--- config.mk ---
export PLATFORM = sky130hd
export DESIGN_NAME = pc_sequencer
export DESIGN_NICKNAME = d
export VERILOG_FILES = /design/src/rtl/mips_pkg.sv /design/src/rtl/next_pc_mux.sv /design/src/rtl/pc_sequencer.sv
export SDC_FILE = /design/constraint.sdc
export NUM_CORES = 1
export LEC_CHECK = 0
export CELL_PAD_IN_SITES_DETAIL_PLACEMENT = 1
export CELL_PAD_IN_SITES_GLOBAL_PLACEMENT = 2
export CORE_MARGIN = 2
export CORE_UTILIZATION = 27
export CTS_BUF_LIST = sky130_fd_sc_hd__clkbuf_4
export CTS_CLUSTER_DIAMETER = 120
export DETAILED_ROUTE_END_ITERATION = 12
export PLACE_DENSITY = 0.79
export SKIP_LAST_GASP = 1
export SLEW_MARGIN = 20
export SYNTH_ARGS = -nofsm -noshare
export SYNTH_HDL_FRONTEND = slang
export SYNTH_SLANG_ARGS = --single-unit
--- constraint.sdc ---
create_clock -name clk -period 3.93 [get_ports clk]
set_input_delay 0.786 -clock clk [delete_from_list [all_inputs] [get_ports clk]]
set_output_delay 0.786 -clock clk [all_outputs]
set_load 0.01 [all_outputs]
--- src/rtl/mips_pkg.sv ---
// Shared MIPS-subset definitions: sequencer FSM encodings, PC step and opcode constants.
package mips_pkg;

  typedef enum logic [1:0] {
    FETCH    = 2'd0,
    EXEC     = 2'd1,
    WAIT_MEM = 2'd2
  } state_e;

  localparam logic [1:0] ST_FETCH    = 2'd0;
  localparam logic [1:0] ST_EXEC     = 2'd1;
  localparam logic [1:0] ST_WAIT_MEM = 2'd2;

  localparam int PC_STEP = 4;

  localparam logic [5:0] OPC_RTYPE = 6'b000000;
  localparam logic [5:0] OPC_J     = 6'b000010;
  localparam logic [5:0] OPC_BEQ   = 6'b000100;
  localparam logic [5:0] OPC_JMI   = 6'b110000;

  function automatic logic word_misaligned(input logic [1:0] low_bits);
    return low_bits != 2'b00;
  endfunction

endpackage

--- src/rtl/next_pc_mux.sv ---
// Combinational next-PC select for a non-indirect EXEC: jump > taken branch > pc_plus4.
module next_pc_mux #(
  parameter int PC_WIDTH = 32
) (
  input  logic [PC_WIDTH-1:0] pc_plus4,
  input  logic [31:0]         ir,
  input  logic                jump,
  input  logic                branch,
  input  logic                alu_zero,
  output logic [PC_WIDTH-1:0] next_pc
);

  logic [PC_WIDTH-1:0] jump_target;
  logic [PC_WIDTH-1:0] branch_offset;
  logic [PC_WIDTH-1:0] branch_target;
  logic                unused_opc;

  // Jump keeps the upper region bits of pc_plus4; only 29..32-bit PCs are legal.
  assign jump_target   = {pc_plus4[PC_WIDTH-1:28], ir[25:0], 2'b00};
  assign branch_offset = {{(PC_WIDTH-18){ir[15]}}, ir[15:0], 2'b00};
  assign branch_target = pc_plus4 + branch_offset;
  assign unused_opc    = ^ir[31:26];

  always_comb begin
    next_pc = pc_plus4;
    if (jump) begin
      next_pc = jump_target;
    end else if (branch && alu_zero) begin
      next_pc = branch_target;
    end
  end

endmodule

--- src/rtl/pc_sequencer.sv ---
// Fetch / next-PC stage: holds PC and IR, runs FETCH -> EXEC -> (FETCH | WAIT_MEM).
module pc_sequencer
  import mips_pkg::*;
#(
  parameter int                  PC_WIDTH = 32,
  parameter logic [PC_WIDTH-1:0] RESET_PC = '0
) (
  input  logic                clk,
  input  logic                rst_n,
  output logic                imem_req,
  output logic [PC_WIDTH-1:0] imem_addr,
  input  logic                imem_ready,
  input  logic [31:0]         imem_rdata,
  output logic [31:0]         ir,
  output logic [5:0]          op_code,
  output logic                instr_valid,
  output logic [PC_WIDTH-1:0] pc_plus4,
  input  logic                jump,
  input  logic                branch,
  input  logic                pc_control,
  input  logic                alu_zero,
  input  logic                stall,
  input  logic                dmem_rvalid,
  input  logic [31:0]         dmem_rdata,
  output logic                misalign_err,
  output logic [1:0]          fsm_state
);

  // Handshakes: imem_req is held in FETCH until imem_ready; a word is taken only on the
  // cycle both are high. dmem_rvalid is a one-cycle qualifier honoured only in WAIT_MEM.

  logic [1:0]          state;
  logic [PC_WIDTH-1:0] pc;
  logic [PC_WIDTH-1:0] next_pc;
  logic                run_q;

  next_pc_mux #(.PC_WIDTH(PC_WIDTH)) u_next_pc_mux (
    .pc_plus4 (pc_plus4),
    .ir       (ir),
    .jump     (jump),
    .branch   (branch),
    .alu_zero (alu_zero),
    .next_pc  (next_pc)
  );

  assign pc_plus4     = pc + PC_WIDTH'(PC_STEP);
  assign imem_addr    = pc;
  assign op_code      = ir[31:26];
  assign instr_valid  = (state == ST_EXEC);
  // run_q keeps the request low while reset is held and releases it on the first edge after.
  assign imem_req     = (state == ST_FETCH) && run_q;
  assign misalign_err = (state == ST_WAIT_MEM) && dmem_rvalid && word_misaligned(dmem_rdata[1:0]);
  assign fsm_state    = state;

  always_ff @(posedge clk or negedge rst_n) begin
    if (!rst_n) begin
      state <= ST_FETCH;
      pc    <= RESET_PC;
      ir    <= '0;
      run_q <= 1'b0;
    end else begin
      run_q <= 1'b1;
      case (state)
        ST_FETCH: begin
          if (imem_req && imem_ready) begin
            ir    <= imem_rdata;
            state <= ST_EXEC;
          end
        end
        ST_EXEC: begin
          if (!stall) begin
            if (pc_control) begin
              state <= ST_WAIT_MEM;
            end else begin
              pc    <= next_pc;
              state <= ST_FETCH;
            end
          end
        end
        ST_WAIT_MEM: begin
          if (dmem_rvalid) begin
            pc    <= {dmem_rdata[PC_WIDTH-1:2], 2'b00};
            state <= ST_FETCH;
          end
        end
        default: state <= ST_FETCH;
      endcase
    end
  end

endmodule

==> flow_summary.ini <==
[status]
outcome = finished, final reports clean

[setup_path]
r2r_start = imem_addr[2]
crit_fanout = 5
crit_type = register to register
timing.rr.end = imem_addr[30]
critPathRequiredTime_ns = 4.33
reg2reg_slack_ns = 0.14
crit_path_start_kind = register
worst_ep_arrival_time_ns = 4.19
cp-end-kind = register
rr_worst_depth = 16

[sta]
finClkSkew_ns = 0.0216
finalCritPeriodShare_pct = 96.4
tightest_slew_ns = 0.922
period_minus_slack_ns = 3.79
fin_ws_ns = 0.141
slew_headroom_pct = 38.6
slew_violations = 0
grt_setup_unrepaired = yes
hold_viol = 0
setup_viol = 0
max_freq_mhz = 264

[clocking]
cts_buffer_depth = 2
cts_buffers = 9
root_buffer = clkbuf_4
clkTransAtPathRegs_ns = 0.13
cts_tree = done
h-tree-depth = 3
clk_latency_ns = 0.47
cts.sinks = 65
cts_hold_buf = 0

[synth]
synth_cells = 648
synth_most_common_cell = nand2_1
syn_area_sq_um = 5520
yosys-top-cells-count = nand2_1, dfrtp_1, nor2_1
async_flop_share_pct = 100
synth_edf_count = 0
ys.flop_type = dfrtp_1
synth_top_area_cell = dfrtp_1
synth_warnings = 0
ys_ff_latch = 65
synth_top_area_share_pct = 29.5
ys_seq_area_share_pct = 29.5
synth_area_per_cell_sq_um = 8.52
ys_top_cells_by_area = dfrtp_1, ha_1, mux2_2
ys_types = 69

[cells_and_area]
final_cells = 1119
multi_input_area_sq_um = 3730
drive_gt1_share_pct = 15.1
n_antenna_cell = 0
final.fill_count = 2415
fin_nets = 954
regArea_sq_um = 1630
final_cell_area_sq_um = 7960
area_growth_pct = 44.1

[grt]
grt_pass1_wl_um = 36600
grt_pass1_vias = 6293
track_usage_pct = 21.9
gr-total-overflow = 0
antenna_found_initial = 0
grt_start_max_net_pins = 35

[die]
io_pins = 180
core-area_sq_um = 20200
chipWidth_um = 147
dieArea_sq_um = 21600
num_rows = 52
die_y_um = 147
start_util_pct = 27.4

[pwr]
powerDensity_nw_per_um2 = 751
power.leakage_uw = 0.00336
peakVddDrop_mv = 0.275
total_power_uw = 5980

[placement]
dp_cells = 1100
dpl_worst_slack_ns = 0.0976
place_congestion = 0.911
dpl_cell_area_sq_um = 7760
numPortBuffers = 175
dp_hpwl_um = 18600

[flow_run]
max-cap-violations = 0

[route]
wl_um = 23500
dr_total_vias = 5881
ant_nets = 0
post_drt_wl_per_cell_um = 21.0
drc = 0
dr.pass1.iters = 4
drtIter0Drc = 341
drt-vias-per-instance = 5.26

[worst_hold_path]
hp-class = input port to async pin
-- critical path, stage by stage (launching register included) --
cell     delay (ns)
dfrtp_1        0.40
ha_1           0.23
inv_1          0.10
nor2_1         0.15
and2_1         0.21
nand3_1        0.11
xnor2_1        0.15
ha_1           0.36
and2_1         0.20
and3_1         0.18
nand4_1        0.18
a32oi_2        0.31
a41oi_2        0.18
o21a_1         0.25
nor3b_2        0.20
mux2_2         0.35
a31oi_1        0.17
-- timing repair --
action | 4_1_cts | 5_1_grt
gates resized for setup | 1 | 11
pin swaps | 1 | 1
setup endpoints to repair | 1 | 13
buffers inserted | 2 | 1
-- cell families after synthesis --
kind of cell / synth area share (%)
xor gates and xnor gates: 8.54
and+or+nand+nor: 21.1
adders and majority gates: 8.52
buffers and inverters: 4.03
muxes: 6.71
DFF: 29.5
other: 0.136
AOI/OAI and AO/OA: 21.5
-- per-stage QoR --
stage | setup TNS [ns] | hold WS, ns | util [%]
3_5_place_dp | 0 | 0.536 | 38.5
3_3_place_gp | 0 | 0.518 | 38.5
2_1_floorplan | 0 | 0.490 | -
5_1_grt | -0.0537 | 0.294 | 39.5
4_1_cts | 0 | 0.261 | 39.2
6_report | 0 | 0.297 | 39.5
-- final cells by class --
cell class / instances / area share, %
well taps: 270 / 4.24
clock inverters: 6 / 0.739
clock buffers: 10 / 0.943
repair buffers: 220 / 26.2
flip-flops and latches: 65 / 20.4
multi-input cells: 537 / 46.9
inverters: 11 / 0.519
-- sequential cells by signal (all words and copies together) (netlist names) --
signal and cells:
ir 32, imem_addr 30, fsm_state 2, run_q 1
-- routing by layer --
metal	vias to the layer above	GRT usage [%]	wire length (um)
met1	2940	29.6	10900
met5	-	0	0
met3	28	4.50	1280
met2	174	36.1	10900
met4	0	5.34	386
li1	2739	-	-
-- report_power, final --
part           switching [uW]  internal, uW
Clock                     289           196
Sequential                324           897
Combinational            2200          2070
-- cells in the final DEF, fill, tap and decap left out, types with 4 or more instances in the layout --
master,Yosys,final
nand4_1,8,8
nor2_1,53,51
a21o_1,14,14
nand2b_1,6,6
o21ai_0,39,38
o21bai_1,7,7
clkdlybuf4s50_1,0,173
o22ai_1,6,6
nand2_1,71,71
inv_1,10,10
a31oi_1,4,4
a211oi_1,10,10
conb_1,2,5
xnor2_1,32,31
and3_2,3,5
xor2_1,20,18
ha_1,36,35
and3_1,15,13
nand3_1,27,26
o21a_1,5,5
buf_4,10,45
clkbuf_4,0,10
o211ai_1,8,8
dfrtp_1,65,65
a21oi_1,48,48
mux2_2,32,32
and2_1,11,9
nor2b_1,6,5
nor3_1,12,11
-- how the worst max path moves through the flow --
stage	to	start	cells after the start
CTS	pc_plus4[30]	imem_addr[16]	7
detailed placement	imem_addr[30]	imem_addr[4]	14
finish	imem_addr[30]	imem_addr[2]	16
global placement	imem_addr[30]	imem_addr[4]	15
floorplan	imem_addr[30]	imem_addr[2]	16
global route	imem_addr[30]	imem_addr[2]	16
Note: power is estimated with default switching activity, not from simulation.
